[src/rtl/led_seq_pkg.sv]
// Shared types and constants for the LED sequencer controller.
// Used by led_sequencer_ctrl; the SINGLE_STEP_EN build fills the step field.
package led_seq_pkg;

    typedef enum logic [1:0] {
        CHASE_FWD = 2'd0,
        CHASE_REV = 2'd1,
        BOUNCE    = 2'd2,
        BLINK     = 2'd3
    } mode_t;

    localparam int SPEED_MAX = 3;
    localparam int NUM_LEDS  = 4;

    // One-cycle pulses from the edge detectors, one field per button
    typedef struct packed {
        logic mode;
        logic pause;
        logic speed_up;
        logic speed_down;
        logic step;
    } btn_edge_t;

    function automatic mode_t next_mode(input mode_t m);
        return mode_t'(m + 2'd1);
    endfunction

endpackage

[src/rtl/tick_gen.sv]
// Prescaler producing a one-cycle step enable every (TICK_DIV >> speed) clocks.
// Held at zero while paused; cleared by any user event so a full period follows.
module tick_gen #(
    parameter int TICK_DIV = 100_000_000
) (
    input  logic       clk,
    input  logic       reset,
    input  logic [1:0] speed,
    input  logic       hold,
    input  logic       clear,
    output logic       tick
);

    localparam int CNT_W = $clog2(TICK_DIV);

    logic [CNT_W-1:0] cnt;
    logic [CNT_W-1:0] last;

    always_comb begin
        case (speed)
            2'd0:    last = CNT_W'(TICK_DIV - 1);
            2'd1:    last = CNT_W'((TICK_DIV >> 1) - 1);
            2'd2:    last = CNT_W'((TICK_DIV >> 2) - 1);
            default: last = CNT_W'((TICK_DIV >> 3) - 1);
        endcase
    end

    assign tick = ~hold & (cnt == last);

    always_ff @(posedge clk) begin
        if (reset || clear || hold || tick) begin
            cnt <= '0;
        end else begin
            cnt <= cnt + CNT_W'(1);
        end
    end

endmodule

[src/rtl/led_sequencer_ctrl.sv]
// Button-driven 4-LED pattern sequencer stepping on a prescaled clock enable.
// Optional macro SINGLE_STEP_EN adds stepBtn: one step per press while paused.
module led_sequencer_ctrl
    import led_seq_pkg::*;
#(
    parameter int TICK_DIV = 100_000_000
) (
    input  logic       clk,
    input  logic       resetBtn,
    input  logic       modeBtn,
    input  logic       pauseBtn,
    input  logic       speedUpBtn,
    input  logic       speedDownBtn,
`ifdef SINGLE_STEP_EN
    input  logic       stepBtn,
`endif
    output logic       led0,
    output logic       led1,
    output logic       led2,
    output logic       led3,
    output logic [1:0] mode
);

`ifdef SINGLE_STEP_EN
    localparam int NUM_BTN = 5;
`else
    localparam int NUM_BTN = 4;
`endif

    logic [NUM_BTN-1:0] btn_raw;
    logic [NUM_BTN-1:0] pulse;
    btn_edge_t          edges;

`ifdef SINGLE_STEP_EN
    assign btn_raw = {stepBtn, speedDownBtn, speedUpBtn, pauseBtn, modeBtn};
`else
    assign btn_raw = {speedDownBtn, speedUpBtn, pauseBtn, modeBtn};
`endif

    // Two-flop synchroniser followed by a rising-edge detector per button
    for (genvar i = 0; i < NUM_BTN; i++) begin : g_sync
        logic s1, s2, s3;
        always_ff @(posedge clk) begin
            if (resetBtn) begin
                s1 <= 1'b0;
                s2 <= 1'b0;
                s3 <= 1'b0;
            end else begin
                s1 <= btn_raw[i];
                s2 <= s1;
                s3 <= s2;
            end
        end
        assign pulse[i] = s2 & ~s3;
    end

    assign edges.mode       = pulse[0];
    assign edges.pause      = pulse[1];
    assign edges.speed_up   = pulse[2];
    assign edges.speed_down = pulse[3];
`ifdef SINGLE_STEP_EN
    assign edges.step       = pulse[4];
`else
    assign edges.step       = 1'b0;
`endif

    mode_t      mode_state;
    logic [1:0] pos;
    logic       dir_down;
    logic       phase;
    logic [1:0] speed;
    logic       paused;
    logic       tick;
    logic       speed_evt;
    logic       any_evt;
    logic       advance;

    assign speed_evt = edges.speed_up | edges.speed_down;
    assign any_evt   = edges.mode | edges.pause | speed_evt;

`ifdef SINGLE_STEP_EN
    assign advance = tick | (paused & edges.step);
`else
    assign advance = tick;
`endif

    tick_gen #(
        .TICK_DIV (TICK_DIV)
    ) u_tick_gen (
        .clk   (clk),
        .reset (resetBtn),
        .speed (speed),
        .hold  (paused),
        .clear (any_evt),
        .tick  (tick)
    );

    // Event chain in priority order; a tick sharing a cycle with a press is dropped
    always_ff @(posedge clk) begin
        if (resetBtn) begin
            mode_state <= CHASE_FWD;
            pos        <= 2'd0;
            dir_down   <= 1'b0;
            phase      <= 1'b0;
            speed      <= 2'd0;
            paused     <= 1'b0;
        end else if (edges.mode) begin
            mode_state <= next_mode(mode_state);
            pos        <= 2'd0;
            dir_down   <= 1'b0;
            phase      <= 1'b0;
        end else if (edges.pause) begin
            paused <= ~paused;
        end else if (speed_evt) begin
            if (edges.speed_up && !edges.speed_down && speed != 2'(SPEED_MAX)) begin
                speed <= speed + 2'd1;
            end else if (edges.speed_down && !edges.speed_up && speed != 2'd0) begin
                speed <= speed - 2'd1;
            end
        end else if (advance) begin
            case (mode_state)
                CHASE_FWD: pos <= pos + 2'd1;
                CHASE_REV: pos <= pos - 2'd1;
                BOUNCE: begin
                    if (!dir_down && pos == 2'd3) begin
                        dir_down <= 1'b1;
                        pos      <= 2'd2;
                    end else if (dir_down && pos == 2'd0) begin
                        dir_down <= 1'b0;
                        pos      <= 2'd1;
                    end else if (dir_down) begin
                        pos <= pos - 2'd1;
                    end else begin
                        pos <= pos + 2'd1;
                    end
                end
                default: phase <= ~phase;
            endcase
        end
    end

    logic [NUM_LEDS-1:0] led_vec;

    always_comb begin
        led_vec = '0;
        if (mode_state == BLINK) begin
            led_vec = {NUM_LEDS{phase}};
        end else begin
            led_vec[pos] = 1'b1;
        end
    end

    assign {led3, led2, led1, led0} = led_vec;
    assign mode = mode_state;

endmodule
[config.mk]
export PLATFORM = sky130hd
export DESIGN_NAME = led_sequencer_ctrl
export DESIGN_NICKNAME = d
export VERILOG_FILES = /design/src/rtl/led_seq_pkg.sv /design/src/rtl/tick_gen.sv /design/src/rtl/led_sequencer_ctrl.sv
export SDC_FILE = /design/constraint.sdc
export NUM_CORES = 1
export LEC_CHECK = 0
export ABC_CLOCK_PERIOD_IN_PS = 3300
export CORE_MARGIN = 4
export CORE_UTILIZATION = 60
export DETAILED_ROUTE_END_ITERATION = 6
export HOLD_SLACK_MARGIN = 0.15
export PLACE_DENSITY = 0.8
export SLEW_MARGIN = 20
export SYNTH_ARGS = -nofsm -noshare
export SYNTH_HDL_FRONTEND = slang
export SYNTH_HIERARCHICAL = 1
export SYNTH_SLANG_ARGS = --single-unit
export TNS_END_PERCENT = 50
[constraint.sdc]
create_clock -name clk -period 3.3 [get_ports clk]
set_clock_uncertainty 0.15 [all_clocks]
set_input_delay 0.99 -clock clk [delete_from_list [all_inputs] [get_ports clk]]
set_output_delay 0.99 -clock clk [all_outputs]
set_load 0.1 [all_outputs]
==> results of run 1 <==
[state kept, by name, summed over array words and instances (netlist names)]
register        cells
g_sync.s3           4
g_sync.s1           4
mode                2
g_sync.s2           4
phase               1
u_tick_gen/cnt     27
speed               2
dir_down            1
pos                 2
paused              1
[worst register-to-register path: cells and delay by family (launching register included)]
kind | cells | cell delay [ns]
AOI/OAI and AO/OA | 3 | 0.55
DFF | 1 | 0.47
and+or+nand+nor | 4 | 1.23
[cell usage after synthesis, types with 2 or more instances]
cell       n
nand2_1   16
a21o_1     2
nor2b_1   16
and3_1     5
o21ai_0   13
nand3_1   12
buf_6      4
dfxtp_1   48
or3_1      2
nor4_1     4
nor3_1     5
nor4_4     2
and4_1     5
a21oi_1    4
ha_1       9
inv_1     14
a31oi_1    4
xor2_1    13
a211o_1    2
nand2b_1   5
nor2_1    45
nor4b_1    2
and4b_1    2
xnor2_1   15
buf_2      2
a211oi_1   2
or2_2      2
nand4_1    6
[per-stage QoR]
step	TNS, ns	worst slack, ns	util (%)	power (mW)
2_1_floorplan	-1.32	-0.336	-	0.666
3_3_place_gp	0	0.728	66.7	0.678
3_5_place_dp	0	0.689	66.7	0.680
4_1_cts	0	0.558	69.9	1.11
5_1_grt	0	0.443	69.9	1.15
6_report	0	0.589	69.9	1.10
[report_power, final]
group	switching [mW]	internal (mW)	leakage, nW
logic	0.0420	0.0249	0.477
registers	0.00915	0.590	0.389
clock network	0.189	0.248	0.0614
[worst min path at each step]
stage,startpoint,end,depth (start not counted)
finish,g_sync[2].s1,g_sync[2].s2,1
floorplan,g_sync[0].s1,g_sync[0].s2,1
detailed placement,g_sync[2].s1,g_sync[2].s2,1
global placement,g_sync[3].s1,g_sync[3].s2,1
CTS,g_sync[2].s1,g_sync[2].s2,1
global route,g_sync[2].s1,g_sync[2].s2,1
[cell families (layout without fill, tap and decap cells)]
kind of cell,Yosys count,in the layout,synth area share (%)
AO/OA/AOI/OAI,32,32,8.55
XOR/XNOR,28,28,10.2
adder cells (fa/ha/maj),9,9,4.66
buffers and inverters,22,34,4.82
flip-flops,48,48,39.8
AND/OR/NAND/NOR,138,138,32.0
[per-layer routing]
| layer | track usage, % | vias to the layer above | share of wire [%] | routed length, um |
|---|---|---|---|---|
| met1 | 26.8 | 849 | 51 | 2200 |
| met2 | 28.6 | 44 | 44 | 1940 |
| li1 | - | 962 | - | - |
| met5 | 0 | - | 0 | 0 |
| met4 | 5.01 | 0 | 0.71 | 31 |
| met3 | 3.79 | 4 | 4.2 | 185 |
[layout make-up]
cell class,instances,area (sq um),area share [%]
Timing Repair Buffer,12,103,3.89
Inverter,14,52.6,1.99
Sequential cell,48,961,36.5
Clock buffer,6,82.6,3.13
Multi-Input combinational cell,207,1340,50.8
Clock inverter,2,38.8,1.47
Tap cell,48,60.1,2.28
==> run summary, run 1 <==
Entering global routing, the biggest net connects 25 pins. Port buffering added 11 buffers. First element of the critical path: mode[0]. The HPWL after detailed placement is 3150 um. The initial antenna violation count is 0.

Post-CTS timing repair inserted 0 buffers for setup. For the filler cell count in the final layout, the log shows 310. The first global-routing pass estimated 7670 um of wire.

Number of global-route vias before repair: 1665. The minimum clock period came out at 2.71 ns. The total wirelength of the detailed-routed design was 4360 um.

The endpoint class of the critical path was an output pin. In the synthesized netlist the async set-or-reset flop fraction comes to 0%. The synthesis warning total was 6. The worst register-to-register path has a depth of 7. The final cell count without fillers is 337, and the number of failing hold endpoints at the final stage is 0. The first routing iteration left 108 violations. Setup repair after global routing left no endpoint under its margin. The number of hold buffers added after CTS was 0. The final period utilization is 82.2%, and the share of the synthesized area in the top cell type is 39.8%. After clock tree synthesis, the repair step resized 0 gates. Dividing the detail-routed wire length by the instance count gives 12.9 um. In this run the critical register-to-register path is captured at dir_down. Traced cell by cell, the critical path runs through ha_1, nand2_1, o21ai_1, buf_4. The static power due to leakage came out at 0.928 nW. Clock tree synthesis inserted a total of 5 buffers. The run gives 0.82 ns as the worst-case register-to-register setup slack. TritonCTS built the clock tree. For the maximum vdd ir drop, the log shows 0.284 mV. For this design the top-level I/O count stands at 12. Setup violations remaining at the end of the flow were counted as 0. The final routed DRC violation total was 0. The cell sitting at the root of the clock tree is a clkbuf_8. Synthesis inferred 48 register bits.

The cell area that synthesis handed to floorplanning was 0.00241 sq mm. Synthesis produced a netlist whose cell count is 277. The peak per-stage delay on the critical path is 0.46 ns. The worst pin sits at a relative slew slack of 50.0%. The starting density of the core came out at 64.0%.

The finished cells cover 0.00264 sq mm. Commonest register cell after synthesis: dfxtp_1. Leaving out fill and tap cells, the most frequent cells in the layout are 48 x dfxtp_1, 45 x nor2_1, 16 x nand2_1, 16 x nor2b_1, 15 x xnor2_1. 0 antenna diodes ended up in the layout. Of all nets on the critical path, the largest fanout is 6.

Summing the sequential cell areas from Yosys gives 39.8% of the chip area. In this run the number of cells on the critical path is 4. The total power density per cell area is 418 mW/mm^2, and the timing-limited maximum frequency is 369 MHz. The detailed-route via count was 1859; the signed area change from the synthesized netlist to the final layout was 9.12%. Following the worst setup path forward leads to its endpoint at led2. The post-route netlist has 9.00% of its cells at a drive strength greater than 1. The measured slew at the worst slew-check pin was 0.745 ns; the floorplan die height was 71.4 um.

The number of different library cells used by synthesis comes to 44. The number of H-tree levels came out at 2. At the worst endpoint, the arrival time is 1.57 ns.

The average cell area after synthesis was 8.72 sq um. The count of buffering cells on the critical path with inverters included is 1, and the total routing resource utilization after global routing is 18.7%. At the later pin of the worst-skew pair, clock insertion delay measures 0.30 ns.

In this run, synthesis inferred 0 flip-flops with an integrated enable. Leaving out fill and tap cells, the most frequent cell in the layout is dfxtp_1. The critical path is of the reg -> out type. By area the synthesized netlist is led by dfxtp_1 40%, nor2_1 7.0%, xnor2_1 5.4%, xor2_1 4.7%, ha_1 4.7%.

For this design, the sink count on the clock tree is 48. The initialized floorplan defines 22 standard-cell rows. Including well taps, the total number of placed cells is 329.

The run finished with clean final reports. The path category of the worst min-delay check is reg -> reg. Hold timing on the final database bottoms out at a slack of 0.299 ns. After clock tree synthesis, the clock-pin slew on the worst setup and hold paths is 0.08 ns.

For the deepest clock path buffer count, the log shows 2. For the post-layout net count, the log shows 303. For this run the aggregate overflow at the end of global routing stands at 0. Max-cap violations in this run came to 0.

Once detail routing completed, the nets flagged for antenna violations numbered 0. STA classifies the critical path startpoint as a flip-flop. After detailed routing, the number of vias per cell comes to 5.52. Grouping stages by cell kind, the critical path spends the most delay in flip-flops. Post-synthesis net count: 292. Highest-delay cell along the critical path: dfxtp_1. For the worst path required time, the log shows 2.16 ns. After floorplanning, the core was sized to cover 0.00377 sq mm.

For the max-slew violation total from the final report, the log shows 0. The synthesized design spends more area on one cell type than any other, namely dfxtp_1. The floorplan die area came out at 0.00510 sq mm. The die outline width is 71.4 um, and the global placer's final weighted congestion is 0.935. Summing all placed instances gives a cell area of 0.00251 sq mm. The iteration count of the initial detailed-routing pass came out at 4. The startpoint of the worst register-to-register path is speed[1].
(Power assumes the default switching activity.)
==> inputs of run 2 (changes only) <==
Settings changed: ABC_CLOCK_PERIOD_IN_PS 3300 to 2400, CORE_UTILIZATION 60 to 53, PLACE_DENSITY 0.8 to 0.74.
Clock period 3.3 ns to 2.4 ns, I/O delays scaled along.
==> run summary, run 2 (synthesized netlist as in run 1, its figures left out) <==
Detailed-route via count: 1936. The final count of negative-setup-slack endpoints is 0, and the quantity of I/O buffers inserted on ports is 11. The peak per-stage delay on the critical path came out at 0.39 ns. The tools report the final-layout setup total negative slack as 0 ns.

After clock tree synthesis, the setup repair step added 0 buffers. The post-detailed-route wirelength per cell was 13.6 um. The worst setup path is captured at an output pin. The initial antenna violation count came out at 0.

The starting density of the core is 55.1%, and the iteration count of the initial detailed-routing pass is 4. For the total number of clock tree sinks, the log shows 48. TritonCTS built the clock tree. For the total routing resource utilization after global routing, the log shows 18.4%. The number of global-route vias before repair came out at 1774.

Die outline width: 75.5 um. The critical path is of the reg -> out type. For the normalized max-slew margin, the log shows 64.6%.

The run finished with clean final reports. The total power density per cell area works out to 519 mW/mm^2. STA classifies the critical path startpoint as a flip-flop. The H-tree was split into 2 levels. Based on the critical path, the design can be clocked at up to 434 MHz.

The library cell used most frequently in the layout, excluding fill and tap cells, is nor2_1. The maximum vdd ir drop is 0.504 mV, and the post-layout net count is 312. After layout, the minimum clock period comes to 2.30 ns.

The floorplan die area was 0.00570 sq mm; the measured slew at the worst slew-check pin was 0.529 ns. The first global-routing pass estimated 7930 um of wire. After clock tree synthesis, the clock-pin slew on the worst setup and hold paths is 0.09 ns.

Hold repair after CTS inserted 0 buffers. In this run, post-CTS repair resized a total of 0 instances. The insertion delay to the later sink of the worst-skew pair is 0.31 ns. For this design, the slowest cell found on the critical path is dfxtp_4. The root buffer cell chosen for the clock tree is clkbuf_8.

OpenSTA, run right after detailed placement, puts the worst setup slack at 0.0376 ns. Of the available clock period, the critical path in the final layout requires 96.0%. The routed design has 4780 um of wire. The number of placed I/O pins is 12. The congestion estimate from routability-driven global placement came to 0.919.

Along the worst path, the maximum fanout reaches 6. In the layout the commonest cells are 45 x nor2_1, 41 x dfxtp_1, 16 x nor2b_1. Of the cells placed in the final design, the portion with a size suffix greater than 1 is 18.8%. The final worst slack is 0.0966 ns.

The total core area was 0.00438 sq mm; the number of buffers created by CTS was 5. The path category of the worst min-delay check was reg -> reg. The worst path required time came out at 1.53 ns. The floorplan step set the die height to 75.5 um. Setup repair after global routing left no endpoint under its margin. The detailed router finished its first iteration with 81 violations. Ranked by flip-flop count, first place goes to u_tick_gen/cnt. The filler cell count in the final layout was 368; the number of antenna-violating nets in the routed design was 0. The number of failing hold endpoints at the final stage came out at 0. The logs give 1.00 nW for the static power due to leakage and 0 for the antenna diode instance count.

The number of rows created at floorplan came out at 24. The register with the most flip-flops in the layout has 27 of them. The critical path goes through ha_2, buf_4, o21ai_4, buf_12. Entering global routing, the biggest net connects 25 pins. The tools report the deepest clock path buffer count as 2. The via density per instance is 5.53, and the detailed placement HPWL is 3410 um.

The final routed DRC violation total came out at 0. Leftover overflow at the end of global routing: 0. The logs give 0 for the number of max-capacitance violations reported and 1.43 ns for the arrival time at the worst endpoint. Compared with the post-synthesis result, the final layout area differs by 19.2%. For the max-slew violation total from the final report, the log shows 0.
-- run 2: cell types whose count changed in the layout (fill, tap and decap cells not counted), moves of 3 or more --
cell / delta
dfxtp_1: -7
buf_12: +6
dfxtp_2: +4
o21ai_4: +4
buf_4: +3
dfxtp_4: +3
ha_1: -3
ha_2: +3
o21ai_1: -3
-- run 2: critical path: cells and delay by family (launching register included) --
family	cells	cell delay, ns
buffers and inverters	2	0.36
adders and majority gates	1	0.21
AOI/OAI and AO/OA	1	0.17
DFF	1	0.39
-- run 2: layout make-up --
type	count	area [sq um]	share of cell area [%]
Multi-Input combinational cell	207	1430	49.6
Inverter	14	52.6	1.83
Tap cell	52	65.1	2.26
Sequential cell	48	977	33.9
Clock inverter	2	16.3	0.565
Timing Repair Buffer	21	245	8.52
Clock buffer	6	93.8	3.26
-- run 2: final timing paths --
| kind | end | cells past startpoint | from | slack, ns |
|---|---|---|---|---|
| hold / removal | u_tick_gen/cnt[0] | 1 | u_tick_gen/cnt[0] | 0.29 |
| setup / recovery | led3 | 4 | mode[0] | 0.1 |
| setup reg to reg | pos[1] | 8 | speed[0] | 0.11 |
| hold reg to reg | u_tick_gen/cnt[0] | 1 | u_tick_gen/cnt[0] | 0.29 |
-- run 2: through the flow --
| step | cells | util [%] | instance area, sq um | power (mW) | hold WS (ns) |
|---|---|---|---|---|---|
| final | 350 | 65.7 | 2880 | 1.50 | 0.285 |
| after global routing | 350 | 65.7 | 2880 | 1.56 | 0.303 |
| after CTS | 350 | 64.5 | 2830 | 1.51 | 0.296 |
| after detailed placement | 342 | 62.0 | 2720 | 0.945 | 0.274 |
| after global placement | 342 | 62.0 | 2720 | 0.944 | 0.267 |
| after floorplan | 277 | - | 2470 | 0.916 | 0.264 |
-- run 2: metal layers --
layer | vias to the layer above | routed length (um) | global-route usage [%]
met2 | 31 | 2240 | 29.1
li1 | 986 | - | -
met3 | 6 | 169 | 4.88
met4 | 0 | 56 | 6.80
met5 | - | 0 | 0
met1 | 913 | 2310 | 24.1
-- run 2: where the power goes --
group | leakage [nW] | internal (mW) | switching (mW)
logic | 0.558 | 0.0422 | 0.0608
registers | 0.393 | 0.810 | 0.0139
clock network | 0.0530 | 0.272 | 0.296
==> inputs of run 3 (changes only) <==
Settings changed: CORE_UTILIZATION 53 to 35, PLACE_DENSITY 0.74 to not set.
==> run summary, run 3 (synthesized netlist as in run 1, its figures left out) <==
The number of global-route vias before repair was 1722; the static power due to leakage was 1.01 nW. The tools report the violation count after the first detailed-route iteration as 153. The leading cell type in the layout, fill and taps excluded is dfxtp_1.

Once the floorplan was initialized, standard cells occupied 35.7% of the core. The largest individual stage delay along the critical path comes from the cell dfxtp_1. The number of antenna diodes in the final layout is 0. The number of failing hold endpoints at the final stage was 0. The insertion delay to the later sink of the worst-skew pair was 0.30 ns. Traced cell by cell, the critical path runs through inv_1, ha_2, inv_1, o21ai_4, buf_12.

In this run the worst path has a maximum fanout of 4. The die is 91.1 um wide. Register clock-pin slew on the reported worst setup and hold paths: 0.10 ns. In this run the vertical extent of the chip is 91.1 um. Net switching is 24.3% of the power. The logic depth of the worst setup path including buffers is 5, and the global placer's final weighted congestion is 0.826. Sequential cells burn 55.3% of the power. The routed layout has 1921 vias. The final period utilization works out to 95.7%.

The first TritonRoute pass finished after 4 iterations. Summed over all failing endpoints, the final setup total negative slack is 0 ns. The run gives 0 as the max-slew violation total from the final report.

The logs give 1.49 mW for the total chip power and 25 for the pin count of the biggest net entering global routing. The worst register-to-register path has a setup slack of 0.15 ns. The global-route wire length before repair is 7980 um. The number of placed I/O pins is 12, and the normalized max-slew margin is 66.8%.

The startpoint type of the worst setup path is a flip-flop. The via density per instance came out at 5.04. TritonCTS built the clock tree.

Classification of the worst setup path: reg -> out. The post-cts repair resize count came out at 0. Worst path required time: 1.53 ns. Setup repair after global routing could not meet its margin everywhere. In this run the critical register-to-register path is captured at dir_down.

The tree is rooted in a clkbuf_8. The tools report the hold path endpoint as g_sync[1].s2. For the finished layout, the period the worst path requires is 2.30 ns. Row generation in the floorplan step produced 30 rows. The tools report the number of max-capacitance violations reported as 0. The run gives 0 as the final count of negative-setup-slack endpoints.

After the last flow step, the layout net total stands at 315. The top cell types in the final layout, fill and taps aside, are 46 x dfxtp_1, 45 x nor2_1, 16 x nor2b_1. The post-route netlist has 15.6% of its cells at a drive strength greater than 1. The signed area change from the synthesized netlist to the final layout was 19.6%. The filler cell count in the final layout was 695. The count of buffering cells on the critical path with inverters included came out at 3. The run finished with clean final reports. Cell internal power was estimated by the tool at 1.13 mW. The number of buffers created by CTS came out at 5. After global routing the overflow that remains totals 0.

For the arrival time at the worst endpoint, the log shows 1.43 ns. Largest register by flop count: u_tick_gen/cnt. The wire-length estimate of the detail-placed layout is 3460 um. The final routed DRC violation total was 0; the number of antenna-violating nets in the routed design was 0. Across every metal layer, demand over resource in global routing totals 11.9%.

The measured slew at the worst slew-check pin was 0.497 ns. The total area inside the core boundary comes to 0.00676 sq mm. The total number of clock tree sinks is 48, and the maximum vdd ir drop is 0.305 mV. The largest single stage delay on the critical path is 0.35 ns. The floorplan step defined a die boundary enclosing 0.00829 sq mm. Timing would allow up to 436 MHz. The startpoint of the worst register-to-register path is speed[1]. The combinational share of power was 7.1%; the number of H-tree levels was 2. The register with the most flip-flops in the layout has 27 of them. The post-detailed-route wirelength per cell works out to 12.1 um. The number of cells on the worst reg-to-reg path is 7. The tools report the endpoint class of the critical path as an output pin. The worst hold path cell count was 1. For the share of the core filled with cells, the log shows 42.8%. The clock passes through at most 2 buffers. For this block, the routed nets add up to 4590 um of wire.

In this run the worst hold path is classified as reg -> reg. Once the clock tree was built, the setup fixing pass inserted 0 buffers. Initial antenna violation count: 0. Broken down by cell family, the worst path's largest delay share belongs to buffers and inverters. Input and output buffers added on the ports amount to 11. Summed over all nets, the switching power comes to 0.361 mW. Dividing total power by cell area gives a power density of 515 mW/mm^2.

The most common cell type on the critical path is inv_1. In this run the most critical hold path is launched from g_sync[1].s1. Buffers inserted to repair hold after CTS numbered 0. The fraction of power consumed by the clock network came out at 37.6%.
## run 3: layer usage
| layer | wire [um] | GRT usage [%] |
|---|---|---|
| met5 | 0 | 0 |
| met4 | 31 | 4.27 |
| met3 | 210 | 2.98 |
| met2 | 2120 | 19.4 |
| met1 | 2240 | 15.2 |
## run 3: worst max-delay path by stage
stage,startpoint,endpoint,slack [ns]
finish,pos[0],led0,0.10
global route,u_tick_gen/cnt[0],pos[0],-0.02
CTS,mode[0],led2,0.02
detailed placement,resetBtn,u_tick_gen/cnt[11],0.09
global placement,resetBtn,u_tick_gen/cnt[12],0.12
floorplan,mode[1],led0,0.007
## run 3: final cells by class
cell class                 count  area, sq um  share of cell area (%)
multi-input combinational    207         1390                    48.1
inverter                      14         52.6                    1.82
clock inverter                 2         16.3                   0.563
sequential                    48          968                    33.5
tap                           80          100                    3.46
clock buffer                   6         93.8                    3.25
timing repair buffer          24          268                    9.27
## run 3: per-stage QoR
stage | area, sq um | hold WS (ns) | worst slack (ns) | std cells
finish | 2890 | 0.293 | 0.104 | 381
detailed placement | 2770 | 0.270 | 0.0857 | 373
global placement | 2770 | 0.267 | 0.122 | 373
floorplan | 2470 | 0.264 | 0.00728 | 277
CTS | 2880 | 0.293 | 0.0185 | 381
global route | 2890 | 0.311 | -0.0159 | 381
## run 3: worst register-to-register path, cell delays in order, from the launching register on
cell and delay (ns):
dfxtp_1 0.36, or4b_2 0.64, a31oi_1 0.19, and4_1 0.26
nand2_1 0.09, nor4_4 0.16, a21oi_1 0.10, a311oi_1 0.23
## run 3: power groups by stage
stage	Sequential (mW)	Combinational, mW	Clock, mW
final	0.822	0.106	0.559
after CTS	0.823	0.107	0.579
after detailed placement	0.841	0.107	0
after floorplan	0.852	0.0634	0
after global routing	0.825	0.116	0.615
after global placement	0.841	0.106	0
